===== config.mk =====
export PLATFORM = sky130hd
export DESIGN_NAME = alu_rot_seq
export DESIGN_NICKNAME = d
export VERILOG_FILES = /design/src/rtl/alu_seq_pkg.sv /design/src/rtl/alu_rot_decode.sv /design/src/rtl/alu_rot_seq.sv
export SDC_FILE = /design/constraint.sdc
export NUM_CORES = 1
export LEC_CHECK = 0
export CELL_PAD_IN_SITES_DETAIL_PLACEMENT = 1
export CELL_PAD_IN_SITES_GLOBAL_PLACEMENT = 1
export CORE_MARGIN = 3
export CORE_UTILIZATION = 34
export CTS_BUF_LIST = sky130_fd_sc_hd__clkbuf_4
export DETAILED_ROUTE_END_ITERATION = 8
export HOLD_SLACK_MARGIN = 0.12
export MAX_ROUTING_LAYER = met4
export PLACE_DENSITY = 0.89
export SYNTH_ARGS = -nofsm -noshare
export SYNTH_HDL_FRONTEND = slang
export SYNTH_SLANG_ARGS = --single-unit

===== constraint.sdc =====
create_clock -name clk -period 3.1 [get_ports clk]
set_clock_uncertainty 0.15 [all_clocks]
set_input_delay 0.93 -clock clk [delete_from_list [all_inputs] [get_ports clk]]
set_output_delay 0.93 -clock clk [all_outputs]
set_load 0.1 [all_outputs]

===== src/rtl/alu_seq_pkg.sv =====
// Shared definitions for the CB-prefix rotate/shift sequencer and the ALU it drives.
// Holds the ALU control bundle, the shifter/output-enable/load encodings (the single
// source for these values on both sides of the ALU control bus), the rotate opcode
// and sequencer state enums, and the quiescent control word IDLE_CTL.
package alu_seq_pkg;

    typedef enum logic [1:0] {
        NO_SH = 2'd0,
        L_SH  = 2'd1,
        R_SH  = 2'd2
    } sh_e;

    typedef enum logic [1:0] {
        NO_OE  = 2'd0,
        SH_OE  = 2'd1,
        RES_OE = 2'd2
    } oe_e;

    typedef enum logic {
        NO_LD  = 1'b0,
        BUS_LD = 1'b1
    } ld_e;

    typedef enum logic [2:0] {
        ROT_RLC  = 3'd0,
        ROT_RRC  = 3'd1,
        ROT_RL   = 3'd2,
        ROT_RR   = 3'd3,
        ROT_SLA  = 3'd4,
        ROT_SRA  = 3'd5,
        ROT_SWAP = 3'd6,
        ROT_SRL  = 3'd7
    } rot_op_e;

    typedef enum logic [1:0] {
        ST_IDLE = 2'd0,
        ST_LOAD = 2'd1,
        ST_OUT  = 2'd2,
        ST_DONE = 2'd3
    } state_e;

    typedef struct packed {
        logic [7:0] op;
        logic       si;
        sh_e        sh;
        oe_e        oe;
        ld_e        la;
        ld_e        lb;
        logic       r;
        logic       s;
        logic       v;
        logic       ne;
        logic       ci;
        logic       l;
        logic       h;
    } alu_ctl_t;

    localparam alu_ctl_t IDLE_CTL = '{
        op: 8'h00, si: 1'b0, sh: NO_SH, oe: NO_OE, la: NO_LD, lb: NO_LD,
        r: 1'b0, s: 1'b0, v: 1'b0, ne: 1'b0, ci: 1'b0, l: 1'b0, h: 1'b0
    };

endpackage


===== src/rtl/alu_rot_decode.sv =====
// Combinational decode of a rotate/shift opcode into shifter controls.
// Ports:
//   op          rotate opcode
//   data_hi     operand bit 7
//   data_lo     operand bit 0
//   c           incoming carry flag
//   sh          shifter direction
//   si          bit shifted into the vacated position
//   carry_hi    1: carry-out is the ALU high shifted-out bit, 0: the low one
//   unsupported opcode the sequencer does not run through the ALU (SWAP)
module alu_rot_decode
    import alu_seq_pkg::*;
(
    input  rot_op_e op,
    input  logic    data_hi,
    input  logic    data_lo,
    input  logic    c,
    output sh_e     sh,
    output logic    si,
    output logic    carry_hi,
    output logic    unsupported
);

    always_comb begin
        sh          = NO_SH;
        si          = 1'b0;
        carry_hi    = 1'b0;
        unsupported = 1'b0;
        case (op)
            ROT_RLC: begin sh = L_SH; si = data_hi; carry_hi = 1'b1; end
            ROT_RRC: begin sh = R_SH; si = data_lo; end
            ROT_RL:  begin sh = L_SH; si = c;       carry_hi = 1'b1; end
            ROT_RR:  begin sh = R_SH; si = c;       end
            ROT_SLA: begin sh = L_SH; si = 1'b0;    carry_hi = 1'b1; end
            // Arithmetic right shift replicates the sign bit.
            ROT_SRA: begin sh = R_SH; si = data_hi; end
            ROT_SRL: begin sh = R_SH; si = 1'b0;    end
            default: unsupported = 1'b1;
        endcase
    end

endmodule


===== src/rtl/alu_rot_seq.sv =====
// Sequences the shared ALU through the load/shift then result-output pattern for the
// CB-prefix rotate/shift group and returns the result with a one-cycle done pulse.
// Ports:
//   clk, nreset          clock, asynchronous active-low reset
//   req_valid/req_ready  request handshake (ready only while idle)
//   req_op/req_data/req_c rotate opcode, operand byte, current carry flag
//   alu_ctl              ALU control bundle, decoded from state and latched request only
//   alu_result/alu_zero  ALU result bus and zero output
//   alu_shift_dbh/dbl    ALU shifted-out high/low bit
//   done                 one-cycle pulse, res_data/res_flags/err valid
//   res_data/res_flags   captured result and {Z,N,H,C}
//   err                  unsupported opcode (SWAP), held until the next accept
module alu_rot_seq
    import alu_seq_pkg::*;
#(
    parameter bit CAPTURE_ZERO = 1'b1
) (
    input  logic       clk,
    input  logic       nreset,
    input  logic       req_valid,
    output logic       req_ready,
    input  logic [2:0] req_op,
    input  logic [7:0] req_data,
    input  logic       req_c,
    output alu_ctl_t   alu_ctl,
    input  logic [7:0] alu_result,
    input  logic       alu_zero,
    input  logic       alu_shift_dbh,
    input  logic       alu_shift_dbl,
    output logic       done,
    output logic [7:0] res_data,
    output logic [3:0] res_flags,
    output logic       err
);

    state_e     state, state_nx;
    rot_op_e    op_q;
    logic [7:0] data_q;
    logic       c_q;
    logic       carry_q;

    rot_op_e    dec_op;
    sh_e        dec_sh;
    logic       dec_si;
    logic       dec_carry_hi;
    logic       dec_unsupported;
    logic       accept;
    logic       z_val;

    // While idle the decoder looks at the incoming opcode so SWAP can be
    // rejected at accept time; alu_ctl ignores decoder outputs in IDLE, so
    // there is still no path from req_* to alu_ctl.
    assign dec_op = (state == ST_IDLE) ? rot_op_e'(req_op) : op_q;
    assign accept = (state == ST_IDLE) && req_valid;
    assign z_val  = CAPTURE_ZERO ? alu_zero : (alu_result == 8'h00);

    alu_rot_decode u_decode (
        .op          (dec_op),
        .data_hi     (data_q[7]),
        .data_lo     (data_q[0]),
        .c           (c_q),
        .sh          (dec_sh),
        .si          (dec_si),
        .carry_hi    (dec_carry_hi),
        .unsupported (dec_unsupported)
    );

    always_ff @(posedge clk or negedge nreset) begin
        if (!nreset) state <= ST_IDLE;
        else         state <= state_nx;
    end

    always_comb begin
        state_nx = ST_IDLE;
        case (state)
            ST_IDLE: begin
                state_nx = ST_IDLE;
                if (req_valid) state_nx = dec_unsupported ? ST_DONE : ST_LOAD;
            end
            ST_LOAD: state_nx = ST_OUT;
            ST_OUT:  state_nx = ST_DONE;
            default: state_nx = ST_IDLE;
        endcase
    end

    always_comb begin
        alu_ctl = IDLE_CTL;
        case (state)
            ST_LOAD: begin
                alu_ctl.op = data_q;
                alu_ctl.sh = dec_sh;
                alu_ctl.si = dec_si;
                alu_ctl.la = BUS_LD;
                alu_ctl.lb = BUS_LD;
                alu_ctl.oe = SH_OE;
                alu_ctl.r  = 1'b1;
                alu_ctl.s  = 1'b1;
                alu_ctl.v  = 1'b1;
                alu_ctl.l  = 1'b1;
            end
            ST_OUT: begin
                alu_ctl.oe = RES_OE;
                alu_ctl.r  = 1'b1;
                alu_ctl.s  = 1'b1;
                alu_ctl.v  = 1'b1;
                alu_ctl.h  = 1'b1;
            end
            default: alu_ctl = IDLE_CTL;
        endcase
    end

    always_ff @(posedge clk or negedge nreset) begin
        if (!nreset) begin
            op_q      <= ROT_RLC;
            data_q    <= 8'h00;
            c_q       <= 1'b0;
            carry_q   <= 1'b0;
            err       <= 1'b0;
            res_data  <= 8'h00;
            res_flags <= 4'h0;
        end else begin
            if (accept) begin
                op_q   <= rot_op_e'(req_op);
                data_q <= req_data;
                c_q    <= req_c;
                err    <= dec_unsupported;
            end
            // Carry-out is only visible on the shifter outputs during the load cycle.
            if (state == ST_LOAD)
                carry_q <= dec_carry_hi ? alu_shift_dbh : alu_shift_dbl;
            // Result and all flags commit together so they change in one step.
            if (state == ST_OUT) begin
                res_data  <= alu_result;
                res_flags <= {z_val, 1'b0, 1'b0, carry_q};
            end
        end
    end

    assign req_ready = (state == ST_IDLE);
    assign done      = (state == ST_DONE);

endmodule


[Yosys cells after proc, flatten, opt, wreduce, memory -nomap -nowiden]
Index checks and enable logic that the tools add are counted.
Word-level totals
  register bits after elaboration: 26
  bits in latches: 0
  memory bits (writable): 0
  memory bits (read-only): 0
  input bits: 26
  output and inout port bits: 37
  logic and storage cells: 41
  memories: 0
Operators by class
  add/subtract/negate cells: 0
  multiply operators: 0
  divide/modulo/power cells: 0
  order comparisons: 0
  equal/unequal tests: 9
  shift-type cells: 0
  multiplexer cells: 15
  bitwise gates (word level): 0
  reductions and logical operators: 9
Operators with widths (number)
  2-to-1 mux 11 bit: 1
  equality test 3 bit (second input constant): 3
  case mux 2 bit (2 select lines): 2
  OR reduction 7 bit: 1
  equality test 3 x 2 -> 1 bit (second input constant): 2
  2-to-1 mux 2 bit: 3
  2-to-1 mux 3 bit: 2
  case mux 2 bit (3 select lines): 1
  OR reduction 2 bit: 3
  2-to-1 mux 1 bit: 5
  equality test 2 bit (second input constant): 2
  OR reduction 4 bit: 1
  equality test 3 x 1 -> 1 bit (second input constant): 1
  logical NOT 3 bit: 1
  case mux 1 bit (3 select lines): 1
  OR reduction 3 bit: 1
  equality test 2 x 1 -> 1 bit (second input constant): 1
  logical NOT 2 bit: 1
  logical AND 1 bit: 1

[Depth between registers and ports, before layout]
  word-level depth: 7
  depth in mapped cells: 8

[Modules after synthesis]
A second synthesis with hierarchy kept.
Second synthesis, totals
  cell total of the unflattened synthesis: 100
  area, all modules: 1316.3 µm²
By module, submodules not included
  alu_rot_seq: times used 1, cells an instance 91, area an instance 1260.0 µm², sequential area each 650.6 µm²
  alu_rot_decode: times used 1, cells an instance 9, area an instance 56.3 µm², sequential area each 0.0 µm²

[Least setup slack after synthesis]
OpenSTA, ideal clock, no wires.
  path kind: register to output
  start: register state[1]
  end: output port alu_ctl[13] (netlist bit)
  arrival: 3135 ps
  required time: 2020 ps
  path slack: -1115 ps
  stages on the path, launching flop included: 7
  path buffers: 1
  cells stage by stage: dfrtp_1 inv_1 ha_1 buf_6 mux2i_1 a22oi_1 a211oi_2
RTL lines
  from (decl): RTL line alu_rot_seq.sv:36  | state_e state, state_nx;
  from (signal assigned): RTL line alu_rot_seq.sv:70  | else state <= state_nx;
  to (decl): RTL line alu_rot_seq.sv:25  | output alu_ctl_t alu_ctl,

==> results.md <==
* Crit path arrival time at 2.04 ns
* Hold Path Class: register to register
* Initial antenna violation count at 0
* Synthesized cell area at around 1300 µm²
* Layout cells sized above 1 at 0.538
* CTS clk-pin slew, worst paths at 0.14 ns
* Largest net degree at the start of global routing at 27
* Num CTS Buffers at 3
* Setup WS pre-CTS at -0.448 ns
* # nets final at 200
* Synth unique cells at 28
* Vias in the first global route at 1185
* Crit path max fanout at 2
* Setup Crit Path Kind: input port to primary output
* Final setup violating endpoints at 1
* Port Buf Inserts at 58
* Die area at 4650 µm²
* All-Layer GR Usage at 0.182
* Drt pass-1 iters at 2
* Outcome: finished, violations left
* Ports at 63
* Initial Utilization at 0.374
* CTS tree: yes
* Clk buf depth at 2
* Critical Path RT at 2.02 ns
* Hold Vio Cnt, Final at 0
* Post-DP HPWL at 3.06 mm
* Via density per instance at 4.81
* Period utilisation layout at 1.01
* Clk root buf: clkbuf_4
* CP startpoint kind: input port
* Largest cells by area after synthesis: dfrtp_1 49%, mux2_2 14%, buf_4 5.7%
* Share of the synthesized area in the top cell type at 0.494
* First-pass GRT wire length at 5.93 mm
* Yosys top cell by area: dfrtp_1
* Clk sinks at 26
* Core box area at 3520 µm²
* Area delta synth->final at 67.1%
* Iter 0 DRT Violations at 33
* Failing checks: negative setup slack
* # rows at 21
* Post-synth EDFFs at 0
* Yosys warning total at 0
* CP Capture Type: primary output
* Synthesized instance count at 107
* Worst skew pair latency at 0.32 ns
* Post-route DRC violation count at 0
* Fin crit period at 3.12 ns
* Ys flop type: dfrtp_1
* Pins Over Slew Limit at 0
* Sequential element share of the synthesized area at 0.494
* Gpl congestion at ~0.72
* H-tree Lvls at 1
* Unrepaired setup endpoints after global routing: true
* Total grt overflow at 0
* Routed vias at 1035
* Async SR Flop Fraction at 1.00
* Final ANT Viol Nets at 0
* Wirelength per Cell at about 18 µm
* Max Cap Viol at 0
* CTS Hold Buffers Added at 0
* Fmax achieved at 320 MHz
* Synthesized flop and latch total at 26
* Final WL at 3.89 mm
* ANT cells at 0
* Syn Area/Cell at 12.3 µm²
* Chip height at 68.2 µm
* Die Wd at 68.2 µm
* Fill cells at 346
* Setup ws final at -0.0205 ns
-- sequential cells by signal, indices dropped and copies added (netlist names) --
signal / count
carry_q: 1
data_q: 8
state: 2
res_data: 8
c_q: 1
res_flags: 2
err: 1
op_q: 3
-- cells in the mapped netlist, types with 2 or more instances --
| cell | n |
|---|---|
| inv_1 | 3 |
| and2_1 | 9 |
| buf_6 | 2 |
| xor2_1 | 2 |
| mux2_1 | 5 |
| mux2_2 | 16 |
| buf_4 | 10 |
| dfrtp_1 | 26 |
| ha_1 | 4 |
| nand2_1 | 4 |
| nor2_1 | 6 |
| mux2i_1 | 4 |
-- worst max-delay path, cell delays in order --
cell and delay (ns):
buf_6 0.10, xor2_2 0.17, mux2i_2 0.20, a22oi_2 0.14, a211oi_4 0.28, buf_12 0.21
-- placed cells by master (no fill, tap or decap) --
master	instances
mux2i_1	2
nor2_1	4
buf_12	17
buf_4	27
nor3_2	1
nor2_2	2
bufinv_16	1
a22oi_2	1
o211ai_1	1
nand2_2	1
dfrtp_1	26
a32oi_1	1
nand2b_4	1
nand2_4	1
buf_6	2
xor2_2	1
conb_1	4
xor2_1	1
and2_2	9
a211oi_4	1
mux2_1	5
ha_4	1
o22ai_2	1
mux2_2	16
mux2i_4	1
inv_1	1
a21oi_1	1
o21ai_0	1
nand2_1	4
a21o_1	1
dlygate4sd2_1	1
ha_2	1
clkbuf_4	3
mux2i_2	1
clkdlybuf4s50_1	22
ha_1	2
inv_2	2
nand3_1	1
-- stage by stage --
step,utilization,setup TNS [ns],cells,area (µm²),hold slack [ns]
floorplan,-,-0.406,110,1380,0.306
global placement,0.592,-0.406,206,2090,0.316
detailed placement,0.592,-0.643,206,2090,0.329
CTS,0.615,0,212,2170,0.362
global route,0.625,-0.0851,215,2200,0.389
finish,0.625,-0.0205,215,2200,0.358
-- cell families after synthesis --
| kind of cell | Yosys count | share of synthesized area |
|---|---|---|
| fa+ha+maj | 4 | 0.0380 |
| mux | 25 | 0.210 |
| other cells | 1 | 0.00285 |
| compound gates | 8 | 0.0456 |
| buf+inv | 17 | 0.0893 |
| simple gates | 24 | 0.106 |
| xor+xnor | 2 | 0.0133 |
| flops | 26 | 0.494 |
-- final timing paths --
check / endpoint / slack (ns) / startpoint / cells after the start
setup reg to reg: carry_q$_DFFE_PN0P_ / 1.35 / state[1]$_DFF_PN0_ / 7
hold reg to reg: data_q[3]$_DFFE_PN0P_ / 0.36 / data_q[3]$_DFFE_PN0P_ / 1
setup / recovery: alu_ctl[13] / -0.02 / req_op[2] / 6
min in group asynchronous: op_q[2]$_DFFE_PN0P_ / 0.80 / nreset / 2
max in group asynchronous: res_flags[0]$_DFFE_PN0P_ / 1.74 / nreset / 2
hold / removal: data_q[3]$_DFFE_PN0P_ / 0.36 / data_q[3]$_DFFE_PN0P_ / 1
-- timing repair --
| action | in CTS | in global routing |
|---|---|---|
| setup buffers | 2 | 3 |
| endpoints found under the setup margin | 2 | 1 |
| gates resized for setup | 14 | 2 |
| pin swaps | 4 | 1 |
-- final cells by class --
cell class                 instances  area (µm²)  area share
tap                               46        57.6      0.0262
inverter                           3        11.3     0.00512
clock buffer                       3        22.5      0.0102
clock inverter                     1        30.0      0.0137
sequential                        26         651       0.296
multi-input combinational         67         633       0.288
timing repair buffer              69         795       0.361
-- per-layer routing --
layer | GRT usage | up-vias | routed length, µm | share of wire
met3 | 0.0312 | 6 | 202 | 0.052
met5 | - | - | 0 | 0
met4 | 0.0596 | 0 | 51 | 0.013
li1 | - | 467 | - | -
met2 | 0.351 | 40 | 2320 | 0.60
met1 | 0.181 | 522 | 1320 | 0.34
Power is not shown: default switching activity piles up to over one toggle a cycle in this logic, so the estimate is an artifact.
